File: config.mk
export PLATFORM = sky130hd
export DESIGN_NAME = mux_if_responder_flat
export DESIGN_NICKNAME = d
export VERILOG_FILES = /design/src/rtl/mux_pkg.sv /design/src/rtl/mux_if_responder_if.sv /design/src/rtl/mux_rsp_fifo.sv /design/src/rtl/mux_if_responder.sv /design/src/flat_wrapper.sv
export SDC_FILE = /design/constraint.sdc
export NUM_CORES = 1
export LEC_CHECK = 0
export CORE_ASPECT_RATIO = 1.75
export CORE_MARGIN = 2
export CORE_UTILIZATION = 42
export DETAILED_ROUTE_END_ITERATION = 16
export DONT_BUFFER_PORTS = 1
export GPL_TIMING_DRIVEN = 0
export HOLD_SLACK_MARGIN = 0.03
export PLACE_DENSITY = 0.65
export SLEW_MARGIN = 20
export SYNTH_ARGS = -nofsm -noshare
export SYNTH_HDL_FRONTEND = slang
export SYNTH_HIERARCHICAL = 1
export SYNTH_SLANG_ARGS = --single-unit
File: constraint.sdc
create_clock -name i_clk -period 2.1 [get_ports i_clk]
set_clock_uncertainty 0.1 [all_clocks]
set_input_delay 0.21 -clock i_clk [delete_from_list [all_inputs] [get_ports i_clk]]
set_output_delay 0.21 -clock i_clk [all_outputs]
set_load 0.02 [all_outputs]
File: src/rtl/mux_pkg.sv
// Shared helpers for the handshaked mux responder.
package mux_pkg;

  function automatic int level_w(input int depth);
    return $clog2(depth + 1);
  endfunction

endpackage

File: src/rtl/mux_if_responder_if.sv
// Request/response channel bundle between a mux master and the responder.
interface mux_if_responder_if #(
  parameter int DATA_WITH = 8,
  parameter int DEPTH     = 2,
  parameter int CNT_W     = 16
);
  import mux_pkg::*;

  localparam int LVL_W = level_w(DEPTH);

  logic                 i_req_valid;
  logic                 o_req_ready;
  logic [DATA_WITH-1:0] i_a;
  logic [DATA_WITH-1:0] i_b;
  logic                 i_sel;
  logic                 o_rsp_valid;
  logic                 i_rsp_ready;
  logic [DATA_WITH-1:0] o_y;
  logic [LVL_W-1:0]     o_level;
  logic [CNT_W-1:0]     o_done_cnt;

  modport master (
    output i_req_valid, i_a, i_b, i_sel, i_rsp_ready,
    input  o_req_ready, o_rsp_valid, o_y, o_level, o_done_cnt
  );

  modport slave (
    input  i_req_valid, i_a, i_b, i_sel, i_rsp_ready,
    output o_req_ready, o_rsp_valid, o_y, o_level, o_done_cnt
  );

endinterface

File: src/rtl/mux_rsp_fifo.sv
// In-order response FIFO: DEPTH entries, wrapping pointers, registered occupancy.
module mux_rsp_fifo
  import mux_pkg::*;
#(
  parameter int DATA_WITH = 8,
  parameter int DEPTH     = 2,
  localparam int LVL_W    = level_w(DEPTH),
  localparam int PTR_W    = (DEPTH > 1) ? $clog2(DEPTH) : 1
) (
  input  logic                 clk,
  input  logic                 srst,
  input  logic                 push,
  input  logic                 pop,
  input  logic [DATA_WITH-1:0] din,
  output logic [DATA_WITH-1:0] dout,
  output logic [LVL_W-1:0]     level,
  output logic                 full,
  output logic                 empty
);

  logic [DATA_WITH-1:0] mem_reg [DEPTH];
  logic [PTR_W-1:0]     wr_ptr_reg;
  logic [PTR_W-1:0]     rd_ptr_reg;
  logic [LVL_W-1:0]     level_reg;
  logic                 wr_ok;
  logic                 rd_ok;

  assign full  = (level_reg == LVL_W'(DEPTH));
  assign empty = (level_reg == '0);
  assign wr_ok = push && !full && !srst;
  assign rd_ok = pop && !empty;

  // Storage carries no reset so it can map onto plain RAM; empty gating hides stale words.
  always_ff @(posedge clk) begin
    if (wr_ok) begin
      mem_reg[wr_ptr_reg] <= din;
    end
  end

  always_ff @(posedge clk) begin
    if (srst) begin
      wr_ptr_reg <= '0;
      rd_ptr_reg <= '0;
      level_reg  <= '0;
    end else begin
      if (wr_ok) begin
        wr_ptr_reg <= wr_ptr_reg + PTR_W'(1);
      end
      if (rd_ok) begin
        rd_ptr_reg <= rd_ptr_reg + PTR_W'(1);
      end
      if (wr_ok && !rd_ok) begin
        level_reg <= level_reg + LVL_W'(1);
      end else if (!wr_ok && rd_ok) begin
        level_reg <= level_reg - LVL_W'(1);
      end
    end
  end

  assign dout  = empty ? '0 : mem_reg[rd_ptr_reg];
  assign level = level_reg;

endmodule

File: src/rtl/mux_if_responder.sv
// Handshaked 2:1 mux responder: selects a/b at accept time and queues results in order.
module mux_if_responder
  import mux_pkg::*;
#(
  parameter int DATA_WITH = 8,
  parameter int DEPTH     = 2,
  parameter int CNT_W     = 16
) (
  input  logic           i_clk,
  input  logic           i_rst,
  mux_if_responder_if.slave bus
);

  localparam int LVL_W = level_w(DEPTH);

  logic                 push;
  logic                 pop;
  logic                 full;
  logic                 empty;
  logic [DATA_WITH-1:0] result;
  logic [DATA_WITH-1:0] head;
  logic [LVL_W-1:0]     level;
  logic [CNT_W-1:0]     done_cnt_reg;

  // Ready depends only on registered occupancy, never on the response side.
  assign bus.o_req_ready = !full;
  assign push            = bus.i_req_valid && !full;
  assign pop             = !empty && bus.i_rsp_ready;
  assign result          = bus.i_sel ? bus.i_b : bus.i_a;

  mux_rsp_fifo #(
    .DATA_WITH (DATA_WITH),
    .DEPTH     (DEPTH)
  ) u_fifo (
    .clk   (i_clk),
    .srst  (i_rst),
    .push  (push),
    .pop   (pop),
    .din   (result),
    .dout  (head),
    .level (level),
    .full  (full),
    .empty (empty)
  );

  always_ff @(posedge i_clk) begin
    if (i_rst) begin
      done_cnt_reg <= '0;
    end else if (pop) begin
      done_cnt_reg <= done_cnt_reg + CNT_W'(1);
    end
  end

  assign bus.o_rsp_valid = !empty;
  assign bus.o_y         = head;
  assign bus.o_level     = level;
  assign bus.o_done_cnt  = done_cnt_reg;

endmodule

File: src/flat_wrapper.sv
// flat-port wrapper written by rule: the top's interface ports become plain ports
module mux_if_responder_flat import mux_pkg::*;
#(
  parameter int DATA_WITH = 8,
  parameter int DEPTH     = 2,
  parameter int CNT_W     = 16
)
  (i_clk, i_rst, bus_i_req_valid, bus_i_a, bus_i_b, bus_i_sel, bus_i_rsp_ready, bus_o_req_ready, bus_o_rsp_valid, bus_o_y, bus_o_level, bus_o_done_cnt);
  mux_if_responder_if #(.DATA_WITH(DATA_WITH), .DEPTH(DEPTH), .CNT_W(CNT_W)) bus_i ();
  input  logic i_clk;
  input  logic i_rst;
  input wire logic [$bits(bus_i.i_req_valid)-1:0] bus_i_req_valid;
  input wire logic [$bits(bus_i.i_a)-1:0] bus_i_a;
  input wire logic [$bits(bus_i.i_b)-1:0] bus_i_b;
  input wire logic [$bits(bus_i.i_sel)-1:0] bus_i_sel;
  input wire logic [$bits(bus_i.i_rsp_ready)-1:0] bus_i_rsp_ready;
  output wire logic [$bits(bus_i.o_req_ready)-1:0] bus_o_req_ready;
  output wire logic [$bits(bus_i.o_rsp_valid)-1:0] bus_o_rsp_valid;
  output wire logic [$bits(bus_i.o_y)-1:0] bus_o_y;
  output wire logic [$bits(bus_i.o_level)-1:0] bus_o_level;
  output wire logic [$bits(bus_i.o_done_cnt)-1:0] bus_o_done_cnt;
  assign bus_i.i_req_valid = bus_i_req_valid;
  assign bus_i.i_a = bus_i_a;
  assign bus_i.i_b = bus_i_b;
  assign bus_i.i_sel = bus_i_sel;
  assign bus_i.i_rsp_ready = bus_i_rsp_ready;
  assign bus_o_req_ready = bus_i.o_req_ready;
  assign bus_o_rsp_valid = bus_i.o_rsp_valid;
  assign bus_o_y = bus_i.o_y;
  assign bus_o_level = bus_i.o_level;
  assign bus_o_done_cnt = bus_i.o_done_cnt;
  mux_if_responder #(.DATA_WITH(DATA_WITH), .DEPTH(DEPTH), .CNT_W(CNT_W)) u_core (.i_clk(i_clk), .i_rst(i_rst), .bus(bus_i));
endmodule
==> results of run 1 <==
final timing paths:
path / start / end / slack [ns] / cells past startpoint
setup reg to reg: u_core/u_fifo/level[1] / u_core/u_fifo/level[1] / 0.14 / 7
hold / removal: i_rst / u_core/u_fifo/mem_reg[0][1] / 0.06 / 1
hold reg to reg: u_core/u_fifo/rd_ptr_reg / flop / 0.41 / 2
setup / recovery: u_core/u_fifo/level[1] / u_core/u_fifo/level[1] / 0.14 / 7
critical path, stage by stage (launching register included):
cell	delay [ns]
dfxtp_4	0.42
nor2b_4	0.25
nor2b_1	0.07
inv_1	0.15
nor3_2	0.08
ha_1	0.31
or3_1	0.35
a21oi_1	0.15
cell type report:
type                    count  area, um^2  share of cell area (%)
clock buffers               8        90.1                    4.74
plain buffers               5        21.3                    1.12
multi-input cells         105         773                    40.7
well taps                  48        60.1                    3.16
flip-flops and latches     37         913                    48.0
inverters                   5        18.8                   0.987
repair buffers              3        25.0                    1.32
report_power, final:
part / switching (uW) / internal, uW
Sequential: 74.9 / 820
Combinational: 246 / 141
Clock: 232 / 268
Total: 553 / 1230
per-stage QoR:
| stage | setup WS, ns | TNS, ns |
|---|---|---|
| after floorplan | 0.0142 | 0 |
| after global placement | -0.368 | -0.789 |
| after detailed placement | -0.428 | -1.07 |
| after CTS | 0.000979 | 0 |
| after global routing | 0.0116 | 0 |
| final | 0.141 | 0 |
logic make-up (layout without fill, tap and decap cells):
logic type | after synthesis | count (layout)
buf+inv | 10 | 21
flops | 37 | 37
fa+ha+maj | 2 | 2
mux | 19 | 19
simple gates | 60 | 60
xor+xnor | 13 | 13
compound gates | 11 | 11
cell usage after synthesis, types with 3 or more instances:
master	number	share of area, %
a21oi_1	5	1.5
clkbuf_1	3	0.67
dfxtp_1	21	25
edfxtp_1	16	29
inv_1	5	1.1
mux2_2	10	6.7
mux2i_1	9	5.4
nand2_1	5	1.1
nand3_1	3	0.90
nand4_1	4	1.5
nor2_1	26	5.8
nor2b_1	4	1.5
nor3_1	3	0.90
o21ai_0	4	1.2
xnor2_1	4	2.1
xor2_1	9	4.7
routing by layer:
metal / GRT usage, % / share of wire, % / vias to the layer above
met2: 29.5 / 56 / 45
met3: 6.36 / 8.0 / 2
met4: 6.46 / 0.73 / 0
met5: 0 / 0 / -
met1: 13.6 / 35 / 547
li1: - / - / 551
what timing repair did:
action                     CTS  global route
hold buffers                 1             0
resized for setup            7             8
setup buffers                0             2
pin swaps                    0             1
setup endpoints to repair   13             4
hold endpoints to repair     5             0
==> run summary, run 1 <==
DRT Pass-1 Iters: 4
Setup Crit Path Kind: reg2reg
DR WL/cell: 15.7 um
ys flop type: dfxtp_1
# setup viols final: 0
Layout Cells excl Fill: 211
mapped cell area: 1670 um^2
f_max: 510 MHz
Final Slew Violations: 0
Design Area, Final: 1900 um^2
global route total overflow: 0
Seq cells post-synth: 37
Cells after DPL: 200
Num Clock Sinks: 37
fin crit period: 1.96 ns
layout cells sized above 1: 22.1%
CTS clock-pin slew for the worst setup and hold paths: 0.07 ns
post-synth net total: 175
period utilization: 93.3%
Final nets: 185
Antenna Nets Post-Route: 0
aggregate routed wire length: 3310 um
crit path DAT: 2.07 ns
total CTS buffers: 5
FILL cells: 348
Layout area overhead: 13.8%
Initial Util: 43.2%
final hold vios: 0
Post-DP HPWL: 2440 um
Root Buffer: clkbuf_8
Worst setup SP type: flop
simple-gate area share of the yosys netlist: 19.7%
Post-synth ARST share: 0%
main combinational cell family by area after synthesis: simple AND/OR/NAND/NOR gates
global-route wire length before repair: 5040 um
PwrDens: 937 nW/um^2
VDD IR max: 0.000563 V
Synth Area in Compound Gates: 3.67%
overall die width: 51.7 um
Detailed Route Iter0 Violations: 21
# IOs: 49
row count: 30
Netlist cell types: 34
# DRC: 0
Worst Hold Class: in2reg
largest net degree at the start of global routing: 13
Max Cap Viol: 0
Least-Margin Pin Slew: 0.607 ns
adder-cell share of the synthesized area: 1.50%
total power: 1780 uW
RSZ-0062 raised after global routing: false
register area share after synthesis: 53.9%
CP required: 2.21 ns
Avg Inst Size Synth: 11.0 um^2
crit end category: flop
# port buffers: 0
Slew HR: 59.2%
die area: 4520 um^2
CTS tree: yes
GRT Total Usage: 15.5%
Util after Layout: 49.2%
most common cell after layout, fill and taps aside: nor2_1
DIE HEIGHT: 87.5 um
Leak: 0.000648 uW
Post-Synth XOR/XNOR Area: 6.81%
Post-Syn Instances: 152
mux cell area share after synthesis: 12.1%
via count: 1145
Placed Area: 1740 um^2
antenna violations before repair: 0
outcome: finished clean
CP Max Fanout: 6
Clk Latency, worst-skew pair: 0.28 ns
vias in the first global route: 1177
Via density: 5.43
# H-tree levels: 2
number of synthesized flops with an enable pin: 16
core area: 3870 um^2
RePlAce Congestion: 0.706
antenna cells: 0
Syn. warnings: 6
Min Hold Slack: 0.0631 ns
clk buf depth: 2
most frequent cells in the layout: 24 x nor2_1, 16 x edfxtp_1, 15 x dfxtp_1
Note: power is estimated with default switching activity, not from simulation.
==> run 2, diff against run 1 <==
Settings changed: CORE_UTILIZATION 42 to 25, PLACE_DENSITY 0.65 to 0.46.
==> run 2 against run 1 <==
Net effect: flip-flop and latch count unchanged; first-iteration DRC count rose to 2.5 times the previous value; critical path type unchanged; highest routed layer unchanged; global-route usage fell by 5.3 points; count of clock-buffer cells in the layout stayed put; worst setup slack got worse by 0.048 ns; non-clock buffer count is 1 higher; critical endpoint is now u_core/bus.o_done_cnt[14].
==> run summary, run 2 (synthesis results as in run 1) <==
outcome: finished clean
die area: 7380 um^2 (+63%)
clk buf depth: 2 (unchanged)
most frequent cells in the layout: 24 x nor2_1, 16 x dfxtp_1, 16 x edfxtp_1
min-delay src: bus_i_a[4]
Initial Util: 25.8% (-17 points)
global-route wire length before repair: 5800 um (+15%)
# H-tree levels: 2 (unchanged)
Reg2Reg Depth: 6 (-1)
# setup viols final: 0 (unchanged)
antenna cells: 0 (unchanged)
Post-DP HPWL: 2650 um (+8.9%)
area of the multi-input gates: 767 um^2 (-0.81%)
crit path DAT: 2.11 ns (+0.04 ns)
aggregate routed wire length: 3520 um (+6.3%)
core area: 6490 um^2 (+68%)
CP Max Fanout: 6 (unchanged)
Via density: 4.75 (-12%)
PwrDens: 997 nW/um^2 (+6.4%)
most common cell after layout, fill and taps aside: nor2_1
Worst setup SP type: flop
# IOs: 49 (unchanged)
FILL cells: 668 (+92%)
GRT Total Usage: 10.2% (-5.3 points)
Detailed Route Iter0 Violations: 53 (+150%)
fin crit period: 2.01 ns (+0.0483 ns)
Slew HR: 57.9% (-1.3 points)
reg2reg setup slack: 0.09 ns (-0.05 ns)
CTS tree: yes
# DRC: 0 (unchanged)
CTS clock-pin slew for the worst setup and hold paths: 0.05 ns (-0.02 ns)
f_max: 498 MHz (-2.4%)
Leak: 0.000673 uW (+4.0%)
final hold vios: 0 (unchanged)
crit end category: flop
Hold Path End: u_core/u_fifo/mem_reg[1][4]
Worst Hold Class: in2reg
vias in the first global route: 1276 (+8.4%)
DRT Pass-1 Iters: 4 (unchanged)
Antenna Nets Post-Route: 0 (unchanged)
DIE HEIGHT: 112 um (+28%)
RSZ-0062 raised after global routing: false
layout cells sized above 1: 20.1% (-2.0 points)
overall die width: 65.8 um (+27%)
number of cells on the worst hold path: 1 (unchanged)
antenna violations before repair: 0 (unchanged)
Clk Latency, worst-skew pair: 0.27 ns (about the same)
row count: 39 (+30%)
largest net degree at the start of global routing: 13 (unchanged)
Final nets: 186 (+0.54%)
global route total overflow: 0 (unchanged)
VDD IR max: 0.000726 V (+29%)
RePlAce Congestion: 0.724 (+2.6%)
DR WL/cell: 14.3 um (-8.8%)
Layout area overhead: 19.2%
via count: 1169 (+2.1%)
Design Area, Final: 1990 um^2 (+4.8%)
total CTS buffers: 5 (unchanged)
period utilization: 95.6% (+2.3 points)
worst r2r src: u_core/u_fifo/level[0]
Max Cap Viol: 0 (unchanged)
Root Buffer: clkbuf_16
Final Slew Violations: 0 (unchanged)
total power: 1990 uW (+12%)
Least-Margin Pin Slew: 0.627 ns (+0.0200 ns)
Placed Area: 1780 um^2 (+2.4%)
Num Clock Sinks: 37 (unchanged)
CP required: 2.20 ns (about the same)
area taken by flip-flops and latches: 912 um^2 (-0.14%)
r2r endpoint: u_core/bus.o_done_cnt[14]
Setup Crit Path Kind: reg2reg
# port buffers: 0 (unchanged)
[run 2: repair_timing]
| action | CTS | global route |
|---|---|---|
| pin swaps | 0 | 1 |
| endpoints found under the setup margin | 14 | 2 |
| buffers inserted | 0 | 2 |
| cloned | 0 | 0 |
| hold buffers | 1 | 1 |
| gates resized for setup | 9 | 5 |
| endpoints found under the hold margin | 5 | 4 |
[run 2: area by class of cell]
class,instances,share of cell area (%)
clock buffers,8,6.84
well taps,82,5.15
repair buffers,4,1.76
inverters,5,0.942
plain buffers,5,1.07
flip-flops and latches,37,45.8
multi-input cells,105,38.5
[run 2: report_power, final]
group / leakage [uW] / internal (uW) / total (uW) / switching (uW)
sequential: 0.000319 / 822 / 901 / 78.9
combinational: 0.000289 / 146 / 400 / 254
clock: 0.0000652 / 440 / 686 / 246
total: 0.000673 / 1410 / 1990 / 579
[run 2: routing by layer]
layer / GRT usage (%) / share of wire, %
met1: 10.1 / 37
met2: 18.1 / 51
met3: 4.91 / 11
met4: 3.19 / 0.68
met5: 0 / 0
[run 2: worst max-delay path: stages (launching register included)]
cell,delay (ns)
dfxtp_4,0.44
nor2_4,0.07
buf_4,0.13
and4b_1,0.35
nand2_1,0.16
or4_1,0.52
a21oi_1,0.16
[run 2: worst max path at each step]
| stage | startpoint | end | slack, ns | depth (start not counted) |
|---|---|---|---|---|
| after CTS | u_core/u_fifo/level[1] | u_core/u_fifo/level[1] | -0.02 | 7 |
| after floorplan | u_core/u_fifo/level[0] | u_core/u_fifo/level[1] | 0.01 | 7 |
| after global placement | u_core/u_fifo/level[0] | u_core/u_fifo/level[1] | -0.40 | 7 |
| after global routing | u_core/u_fifo/level[0] | u_core/bus.o_done_cnt[15] | 0.0006 | 5 |
| after detailed placement | u_core/u_fifo/level[0] | u_core/u_fifo/level[1] | -0.46 | 7 |
| final | u_core/u_fifo/level[0] | u_core/bus.o_done_cnt[14] | 0.09 | 6 |
[run 2: through the flow]
step                utilization [%]  hold slack [ns]  TNS [ns]  std cells  worst slack [ns]
detailed placement             27.5            0.175     -2.66        234            -0.464
global placement               27.5            0.175     -1.32        234            -0.401
CTS                            30.2           -0.115   -0.0208        243           -0.0208
finish                         30.7           0.0736         0        246            0.0927
floorplan                         -            0.172         0        152            0.0142
global route                   30.7           0.0695         0        246          0.000562
